`src/rtl/prog_seq_pkg.sv`:
```
// Shared types and helpers for the program sequencer.
//   state_e    : sequencer FSM states
//   start_addr : start address of a program index (index + 1)
package prog_seq_pkg;

  typedef enum logic [2:0] {
    IDLE     = 3'd0,
    LAUNCH   = 3'd1,
    RUN      = 3'd2,
    WAIT_LOW = 3'd3,
    FINISH   = 3'd4
  } state_e;

  // Native width of the address helper. The top casts the result to its own
  // address width. Any width >= 3 holds every start address (max 4).
  localparam int unsigned ADDR_W_DEF = 10;

  function automatic logic [ADDR_W_DEF-1:0] start_addr(input logic [1:0] idx);
    return ADDR_W_DEF'(idx) + ADDR_W_DEF'(1);
  endfunction

endpackage

```
`src/rtl/cycle_timer.sv`:
```
// Clearable, enabled, saturating up-counter with a terminal-count flag.
// Ports:
//   clk_i, reset_i : clock, synchronous active-high reset
//   clr_i          : force the count to zero next cycle (priority over en_i)
//   en_i           : count up by one per cycle, holding at all-ones
//   limit_i        : terminal value compared against the current count
//   count_o        : current count
//   term_o         : count_o == limit_i
//   sat_o          : count_o is all ones
module cycle_timer #(
  parameter int unsigned W = 16
) (
  input  logic         clk_i,
  input  logic         reset_i,
  input  logic         clr_i,
  input  logic         en_i,
  input  logic [W-1:0] limit_i,
  output logic [W-1:0] count_o,
  output logic         term_o,
  output logic         sat_o
);

  logic [W-1:0] count_q, count_d;

  always_comb begin
    count_d = count_q;
    if (clr_i) begin
      count_d = '0;
    end else if (en_i && !sat_o) begin
      count_d = count_q + W'(1);
    end
  end

  always_ff @(posedge clk_i) begin
    if (reset_i) begin
      count_q <= '0;
    end else begin
      count_q <= count_d;
    end
  end

  assign count_o = count_q;
  assign sat_o   = &count_q;
  assign term_o  = (count_q == limit_i);

endmodule

```
`src/rtl/prog_sequencer.sv`:
```
// Initiator side of the program-counter Start protocol. Launches programs
// 0..NUM_PROGS-1 in turn, holding Start for START_HOLD cycles, waits for the
// core's Done, records the RUN-cycle count per program and aborts a program
// that runs TIMEOUT cycles without Done.
// Ports:
//   clk_i, reset_i  : clock, synchronous active-high reset (forces IDLE)
//   go_i            : begin a sequence (sampled only in IDLE)
//   done_i          : core finished current program (level)
//   start_o         : launch strobe to the program counter
//   prog_idx_o      : index of the program being launched/run
//   start_addr_o    : start address of prog_idx_o
//   busy_o          : sequence in progress
//   prog_done_o     : one-cycle pulse per program completion
//   all_done_o      : sticky, every program completed
//   timeout_o       : sticky, a program exceeded TIMEOUT
//   last_cycles_o   : RUN-cycle count of the last completed program
module prog_sequencer
  import prog_seq_pkg::*;
#(
  parameter int unsigned L          = 10,
  parameter int unsigned NUM_PROGS  = 3,
  parameter int unsigned START_HOLD = 2,
  parameter int unsigned TIMEOUT    = 1024,
  parameter int unsigned CW         = 16
) (
  input  logic          clk_i,
  input  logic          reset_i,
  input  logic          go_i,
  input  logic          done_i,
  output logic          start_o,
  output logic [1:0]    prog_idx_o,
  output logic [L-1:0]  start_addr_o,
  output logic          busy_o,
  output logic          prog_done_o,
  output logic          all_done_o,
  output logic          timeout_o,
  output logic [CW-1:0] last_cycles_o
);

  localparam logic [CW-1:0] HOLD_LIM = CW'(START_HOLD - 1);
  localparam logic [CW-1:0] RUN_LIM  = CW'(TIMEOUT - 1);
  localparam logic [1:0]    LAST_IDX = 2'(NUM_PROGS - 1);

  state_e        state_q, state_d;
  logic          start_q, start_d;
  logic          busy_q, busy_d;
  logic          prog_done_q, prog_done_d;
  logic          all_done_q, all_done_d;
  logic          timeout_q, timeout_d;
  logic [1:0]    prog_idx_q, prog_idx_d;
  logic [L-1:0]  start_addr_q, start_addr_d;
  logic [CW-1:0] last_cycles_q, last_cycles_d;

  logic [CW-1:0] tmr_count, tmr_limit;
  logic          tmr_term, tmr_sat, tmr_clr;

  // One timer serves both the Start hold window and the RUN count. It is
  // held at zero outside LAUNCH/RUN and cleared on the last LAUNCH cycle so
  // that RUN always begins counting from zero.
  assign tmr_limit = (state_q == LAUNCH) ? HOLD_LIM : RUN_LIM;
  assign tmr_clr   = !((state_q == LAUNCH) || (state_q == RUN)) ||
                     ((state_q == LAUNCH) && tmr_term);

  cycle_timer #(.W(CW)) u_timer (
    .clk_i   (clk_i),
    .reset_i (reset_i),
    .clr_i   (tmr_clr),
    .en_i    (1'b1),
    .limit_i (tmr_limit),
    .count_o (tmr_count),
    .term_o  (tmr_term),
    .sat_o   (tmr_sat)
  );

  always_comb begin
    state_d       = state_q;
    start_d       = start_q;
    busy_d        = busy_q;
    prog_done_d   = 1'b0;
    all_done_d    = all_done_q;
    timeout_d     = timeout_q;
    prog_idx_d    = prog_idx_q;
    start_addr_d  = start_addr_q;
    last_cycles_d = last_cycles_q;
    case (state_q)
      IDLE: begin
        start_d = 1'b0;
        busy_d  = 1'b0;
        if (go_i) begin
          all_done_d   = 1'b0;
          timeout_d    = 1'b0;
          prog_idx_d   = 2'd0;
          start_addr_d = L'(start_addr(2'd0));
          start_d      = 1'b1;
          busy_d       = 1'b1;
          state_d      = LAUNCH;
        end
      end
      LAUNCH: begin
        // Done is deliberately not looked at while Start is asserted.
        if (tmr_term) begin
          start_d = 1'b0;
          state_d = RUN;
        end
      end
      RUN: begin
        // Done has priority over a timeout falling in the same cycle.
        if (done_i) begin
          prog_done_d   = 1'b1;
          last_cycles_d = tmr_sat ? tmr_count : tmr_count + CW'(1);
          state_d       = (prog_idx_q == LAST_IDX) ? FINISH : WAIT_LOW;
        end else if (tmr_term) begin
          timeout_d = 1'b1;
          busy_d    = 1'b0;
          state_d   = IDLE;
        end
      end
      WAIT_LOW: begin
        // A Done left high would otherwise be mistaken for the next
        // program's completion, so the next launch waits for it to drop.
        if (!done_i) begin
          prog_idx_d   = prog_idx_q + 2'd1;
          start_addr_d = L'(start_addr(prog_idx_q + 2'd1));
          start_d      = 1'b1;
          state_d      = LAUNCH;
        end
      end
      FINISH: begin
        all_done_d = 1'b1;
        busy_d     = 1'b0;
        state_d    = IDLE;
      end
      default: state_d = IDLE;
    endcase
  end

  always_ff @(posedge clk_i) begin
    if (reset_i) begin
      state_q       <= IDLE;
      start_q       <= 1'b0;
      busy_q        <= 1'b0;
      prog_done_q   <= 1'b0;
      all_done_q    <= 1'b0;
      timeout_q     <= 1'b0;
      prog_idx_q    <= 2'd0;
      start_addr_q  <= '0;
      last_cycles_q <= '0;
    end else begin
      state_q       <= state_d;
      start_q       <= start_d;
      busy_q        <= busy_d;
      prog_done_q   <= prog_done_d;
      all_done_q    <= all_done_d;
      timeout_q     <= timeout_d;
      prog_idx_q    <= prog_idx_d;
      start_addr_q  <= start_addr_d;
      last_cycles_q <= last_cycles_d;
    end
  end

  assign start_o       = start_q;
  assign busy_o        = busy_q;
  assign prog_done_o   = prog_done_q;
  assign all_done_o    = all_done_q;
  assign timeout_o     = timeout_q;
  assign prog_idx_o    = prog_idx_q;
  assign start_addr_o  = start_addr_q;
  assign last_cycles_o = last_cycles_q;

endmodule

```
`config.mk`:
```
export PLATFORM = sky130hd
export DESIGN_NAME = prog_sequencer
export DESIGN_NICKNAME = d
export VERILOG_FILES = /design/src/rtl/prog_seq_pkg.sv /design/src/rtl/cycle_timer.sv /design/src/rtl/prog_sequencer.sv
export SDC_FILE = /design/constraint.sdc
export NUM_CORES = 1
export LEC_CHECK = 0
export ABC_AREA = 1
export BUFFER_PORTS_ARGS = -buffer_cell sky130_fd_sc_hd__buf_2
export CAP_MARGIN = 25
export CORE_MARGIN = 5
export CORE_UTILIZATION = 58
export CTS_CLUSTER_SIZE = 25
export DETAILED_ROUTE_END_ITERATION = 6
export HOLD_SLACK_MARGIN = 0.05
export PLACE_DENSITY_LB_ADDON = 0.3
export SYNTH_ARGS = -nofsm -noshare
export SYNTH_HDL_FRONTEND = slang
export SYNTH_HIERARCHICAL = 1
export SYNTH_SLANG_ARGS = --single-unit
```
`constraint.sdc`:
```
create_clock -name clk_i -period 3.59 [get_ports clk_i]
set_clock_uncertainty 0.15 [all_clocks]
set_input_delay 0.1795 -clock clk_i [delete_from_list [all_inputs] [get_ports clk_i]]
set_output_delay 0.1795 -clock clk_i [all_outputs]
set_load 0.01 [all_outputs]
```
---- After elaboration in Yosys (flattened, before gate mapping) ----
Index checks and enable logic that the tools add are counted.
W data, S select, Z words.
word-level totals
  input bits .............................. 4
  output and inout port bits .............. 33
  logic and storage cells ................. 73
  register bits after elaboration ......... 52
cells by class
  mux-type cells .......................... 27
  bitwise operators ....................... 1
  eq/ne operators ......................... 12
  reduce and logical (&&, ||, !) cells .... 20
  add/subtract/negate cells ............... 3
operators with widths
  operator                 count
  $mux W10                 3
  $pmux W10 S2             1
  $mux W3                  6
  $add A16 B1 Y16 const B  1
  $eq A16 B10 Y1           1
  $mux W16                 1
  $reduce_and A16 Y1       1
  $pmux W3 S4              1
  $ne A2 B2 Y1 const B     5
  $reduce_and A3 Y1        3
  $mux W1                  8
  $reduce_and A4 Y1        2
  $eq A3 B2 Y1 const B     2
  $pmux W1 S3              2
  $reduce_bool A2 Y1       3
  $reduce_bool A3 Y1       2
  $mux W2                  2
  $pmux W1 S2              2
  $pmux W2 S2              1
  $reduce_and A2 Y1        2
  $reduce_or A2 Y1         2
  $add A2 B1 Y3 const B    1
  $eq A3 B1 Y1 const B     1
  $eq A3 B3 Y1 const B     1
  8 further kinds          9

---- Depth between registers and ports, before layout ----
  depth in word-level cells ............... 6
  mapped depth ............................ 15
  gate-level depth less buffers ........... 15

---- Cells and area by module ----
The synthesis kept the hierarchy.
by module, submodules not included
  module          instances  cells each  area an instance (µm²)
  prog_sequencer  1          268         1725.4
  cycle_timer     1          190         1166.1

---- Least setup slack after synthesis ----
OpenSTA, ideal clock, no wires.
  path kind ............................... flip-flop to flip-flop
  start ................................... register state_q[0]
  end ..................................... register u_timer.count_q[5] (netlist: u_timer/count_o[5])
  path slack .............................. 1089 ps
  required time ........................... 3376 ps
  data arrival time ....................... 2287 ps
  clock period less this slack ............ 2501 ps
  cell stages (with the launch flop) ...... 15
  cell sequence ........................... dfxtp_1 -> inv_1 -> nor3_1 -> inv_1 -> or2_2 -> nand3_1 -> nor3_1 -> nand2_1 -> nor2_1 -> inv_1 -> a21oi_1 -> nor2_1 -> buf_2 -> nand2_1 -> nor2_1
between the ends
  cells in the longest elaborated chain, start to end .. 6
  elaborated cells on any way between the ends .. 9
  those cells by class .................... eq/ne (3); mux (1); reduce/logical (5)
RTL lines
  item                        RTL line               source
  start: declaration          prog_sequencer.sv:44   state_e state_q, state_d;
  start signal: assignment    prog_sequencer.sv:149  state_q <= state_d;
  $eq A3 B1 Y1                prog_sequencer.sv:60   assign tmr_limit = (state_q == LAUNCH) ? HOLD_LIM : RUN_LIM;
  $mux W10                    prog_sequencer.sv:60
  named net tmr_limit[1]      prog_sequencer.sv:54   logic [CW-1:0] tmr_count, tmr_limit;
  $eq A16 B10 Y1              cycle_timer.sv:44      assign term_o = (count_q == limit_i);
  named net tmr_term          prog_sequencer.sv:55   logic tmr_term, tmr_sat, tmr_clr;
  $logic_and A1 B1 Y1         prog_sequencer.sv:62   ((state_q == LAUNCH) && tmr_term);
  $logic_or A1 B1 Y1          prog_sequencer.sv:61   assign tmr_clr = !((state_q == LAUNCH) || (state_q == RUN)) ||
  named net tmr_clr           prog_sequencer.sv:55
  $reduce_or A2 Y1 (no line)  -
  end signal: assignment      cycle_timer.sv:38      count_q <= count_d;
  end: declaration            cycle_timer.sv:23      logic [W-1:0] count_q, count_d;
The timed path passes the listed nets, and every way through them passes these cells.
A chain may end at the register's enable or synchronous reset.

---- Worst setup path in the final report ----
  start ................................... register state_q[0]
  end ..................................... register u_timer.count_q[12] (netlist: u_timer/count_o[12])
Same word-level chain as after synthesis.

==> results.cfg <==
[grt]
first_global_vias = 2563
grt.overflow.total = 0
grt_usage_pct = 21.4
antenna_found_initial = 0
grt_first_pass_wirelength_microns = 11100
grt_max_degree = 26

[cts]
clkTransAtPathRegs_ns = 0.10
cts_tree = done
post_cts_buffers = 0
ctsResizeCount = 0
cts-htree-levels = 2
root_buffer = clkbuf_8
cts_buffer_depth = 2
cts-hold-fix-buffers = 2
numCtsBuffers = 5
numClockSinks = 45
clock_latency_ns = 0.31

[sta]
rsz0062_at_grt = false
fmax_mhz = 380
min_period_over_period_pct = 73.4
worstMarginPinSlew_ns = 0.614
holdWs_ns = 0.113
relSlewSlack_pct = 59.0
slew_violations = 0
setup_viol = 0
hold_violations = 0
fin_crit_ns = 2.63
final.setup.tns_ns = 0

[placed_design]
dp_cells = 562
place_congestion = 0.849
post_dp_cell_area_sq_um = 3090
dp_hpwl_microns = 4660
portBuffers = 29

[floorplan]
die_x_microns = 80.6
rows = 25
start_util_pct = 60.4
dieHeight_microns = 80.6
core_region_area_sq_um = 4790
ios = 37
die-area_sq_um = 6500

[power_and_ir_drop]
power_density_nw_per_um2 = 507
peakVddDrop_mv = 0.237
p_leak_nw = 1.54

[layout]
area_delta_synth_final_pct = 10.7
stdcell_area_sq_um = 3200
nFillCells = 434
seqCellArea_sq_um = 901
multi_input_comb_area_sq_um = 1700
utilization_pct = 66.9
final_cells = 572
drive_gt1_share_pct = 11.7
antenna_cells = 0
nets = 512

[synth]
synth-seq-cells = 45
yosysTopAreaCell = dfxtp_1
synth_warnings = 6
syn_avg_cell_area_sq_um = 6.31
synthesis.area_sq_um = 2890
synth_cells = 458
synth_top_area_share_pct = 31.2
synth.area.top_cells = dfxtp_1, nand2_1, inv_1, nor2_1, nand3_1
yosysUniqueCellTypes = 30
ys_seq_area_share_pct = 31.2

[drt]
antenna_left = 0
via_per_inst = 4.88
dr.pass1.iters = 5
vias = 2793
wl_per_cell_microns = 10.9
drc = 0
drt_wl_total_microns = 6240
drtIter0Drc = 164

[worst_setup_path]
required_ns = 3.68
arrival_ns = 2.73
start_kind = flop
endpoint_kind = flop
critPathKind = flop to flop
crit_path_max_fanout = 16

[job]
cap_violations = 0

[run_status]
status = completed

[hold_path]
hp-class = input pin to flop
-- state kept, by name, summed over array words and instances (netlist names) --
name and flops:
last_cycles_o 16, u_timer/count_o 16, start_addr_o 3, state_q 3, prog_idx_o 2, all_done_o 1
busy_o 1, prog_done_o 1, start_o 1, timeout_o 1
-- stage by stage --
stage / total power [W] / setup WS [ns]
4_1_cts: 0.00164 / 0.968
2_1_floorplan: 0.00116 / 1.09
6_report: 0.00162 / 0.956
5_1_grt: 0.00177 / 0.629
3_3_place_gp: 0.00128 / 1.08
3_5_place_dp: 0.00130 / 1.01
-- per-layer routing --
metal	GRT usage [%]	vias to the layer above	share of wire [%]
met5	0	-	0
met4	8.78	0	1.8
met3	5.04	12	5.5
met2	36.4	77	48
met1	25.7	1212	45
li1	-	1492	-
-- placed cells by master (no fill, tap or decap), types with 2 or more instances in the layout --
cell type | Yosys | layout
o211ai_1 | 2 | 2
dlygate4sd3_1 | 0 | 2
or2_2 | 3 | 3
nor2_1 | 56 | 56
clkbuf_8 | 0 | 5
buf_2 | 2 | 29
inv_6 | 0 | 2
a21oi_1 | 27 | 27
nand2_2 | 3 | 3
nand3_2 | 2 | 2
xnor2_1 | 8 | 8
nor2_2 | 4 | 4
nand3_1 | 36 | 36
conb_1 | 2 | 24
inv_2 | 2 | 2
ha_1 | 4 | 4
nand2_1 | 133 | 133
buf_4 | 7 | 2
nor2_4 | 3 | 3
nand4_1 | 7 | 7
dfxtp_1 | 45 | 45
o21ai_0 | 16 | 16
a31oi_1 | 2 | 2
inv_1 | 63 | 63
nor3_1 | 10 | 10
xor2_1 | 10 | 10
-- critical path, cell delays in order (launching register included) --
cell and delay, ns:
dfxtp_1 0.39, inv_1 0.09, nor3_1 0.32, inv_1 0.30, or2_2 0.36, nand3_1 0.08, nor3_1 0.05, nand2_1 0.05
nor2_1 0.04, inv_1 0.11, a21oi_1 0.08, nor2_1 0.13, buf_4 0.22, o21ai_0 0.11, nor2_1 0.09
-- layout make-up --
class,instances,area share [%]
Tap cell,67,2.62
Inverter,65,7.62
Sequential cell,45,28.1
Clock inverter,3,0.782
Timing Repair Buffer,33,5.63
Multi-Input combinational cell,354,53.1
Clock buffer,5,2.15
-- report_power, final --
part	total [W]	switching, W	internal (W)
logic	0.000653	0.000411	0.000243
clock network	0.000332	0.000190	0.000142
registers	0.000639	0.0000564	0.000583
-- cell families after synthesis --
logic type                 Yosys count  share of synthesized area (%)
and+or+nand+nor                    260                           39.6
buffers and inverters               81                           12.9
AOI/OAI and AO/OA                   48                           8.83
DFF                                 45                           31.2
xor gates and xnor gates            18                           5.45
adders and majority gates            4                           1.73
other                                2                          0.260
-- synth_stat cells --
cell / instances
nand3b_1: 1
nor2_2: 4
nand3_4: 1
nor3_1: 10
inv_2: 2
buf_8: 1
nand4_4: 1
nand2_1: 133
buf_2: 2
o211ai_1: 2
nor2_1: 56
inv_1: 63
dfxtp_1: 45
buf_6: 4
a21oi_1: 27
o21ai_0: 16
nand4_1: 7
nand2_2: 3
nand3_2: 2
xnor2_1: 8
a31oi_1: 2
nor2_4: 3
xor2_1: 10
or2_2: 3
buf_4: 7
o31ai_2: 1
ha_1: 4
clkbuf_1: 2
conb_1: 2
nand3_1: 36
-- final timing paths --
check	slack, ns	endpoint	cells past startpoint	startpoint
setup / recovery	0.96	u_timer/count_o[12]	14	state_q[0]
hold / removal	0.11	busy_o	3	done_i
setup reg to reg	0.96	u_timer/count_o[12]	14	state_q[0]
hold reg to reg	0.33	start_addr_o[1]	2	start_addr_o[1]
Note: power is estimated with default switching activity, not from simulation.
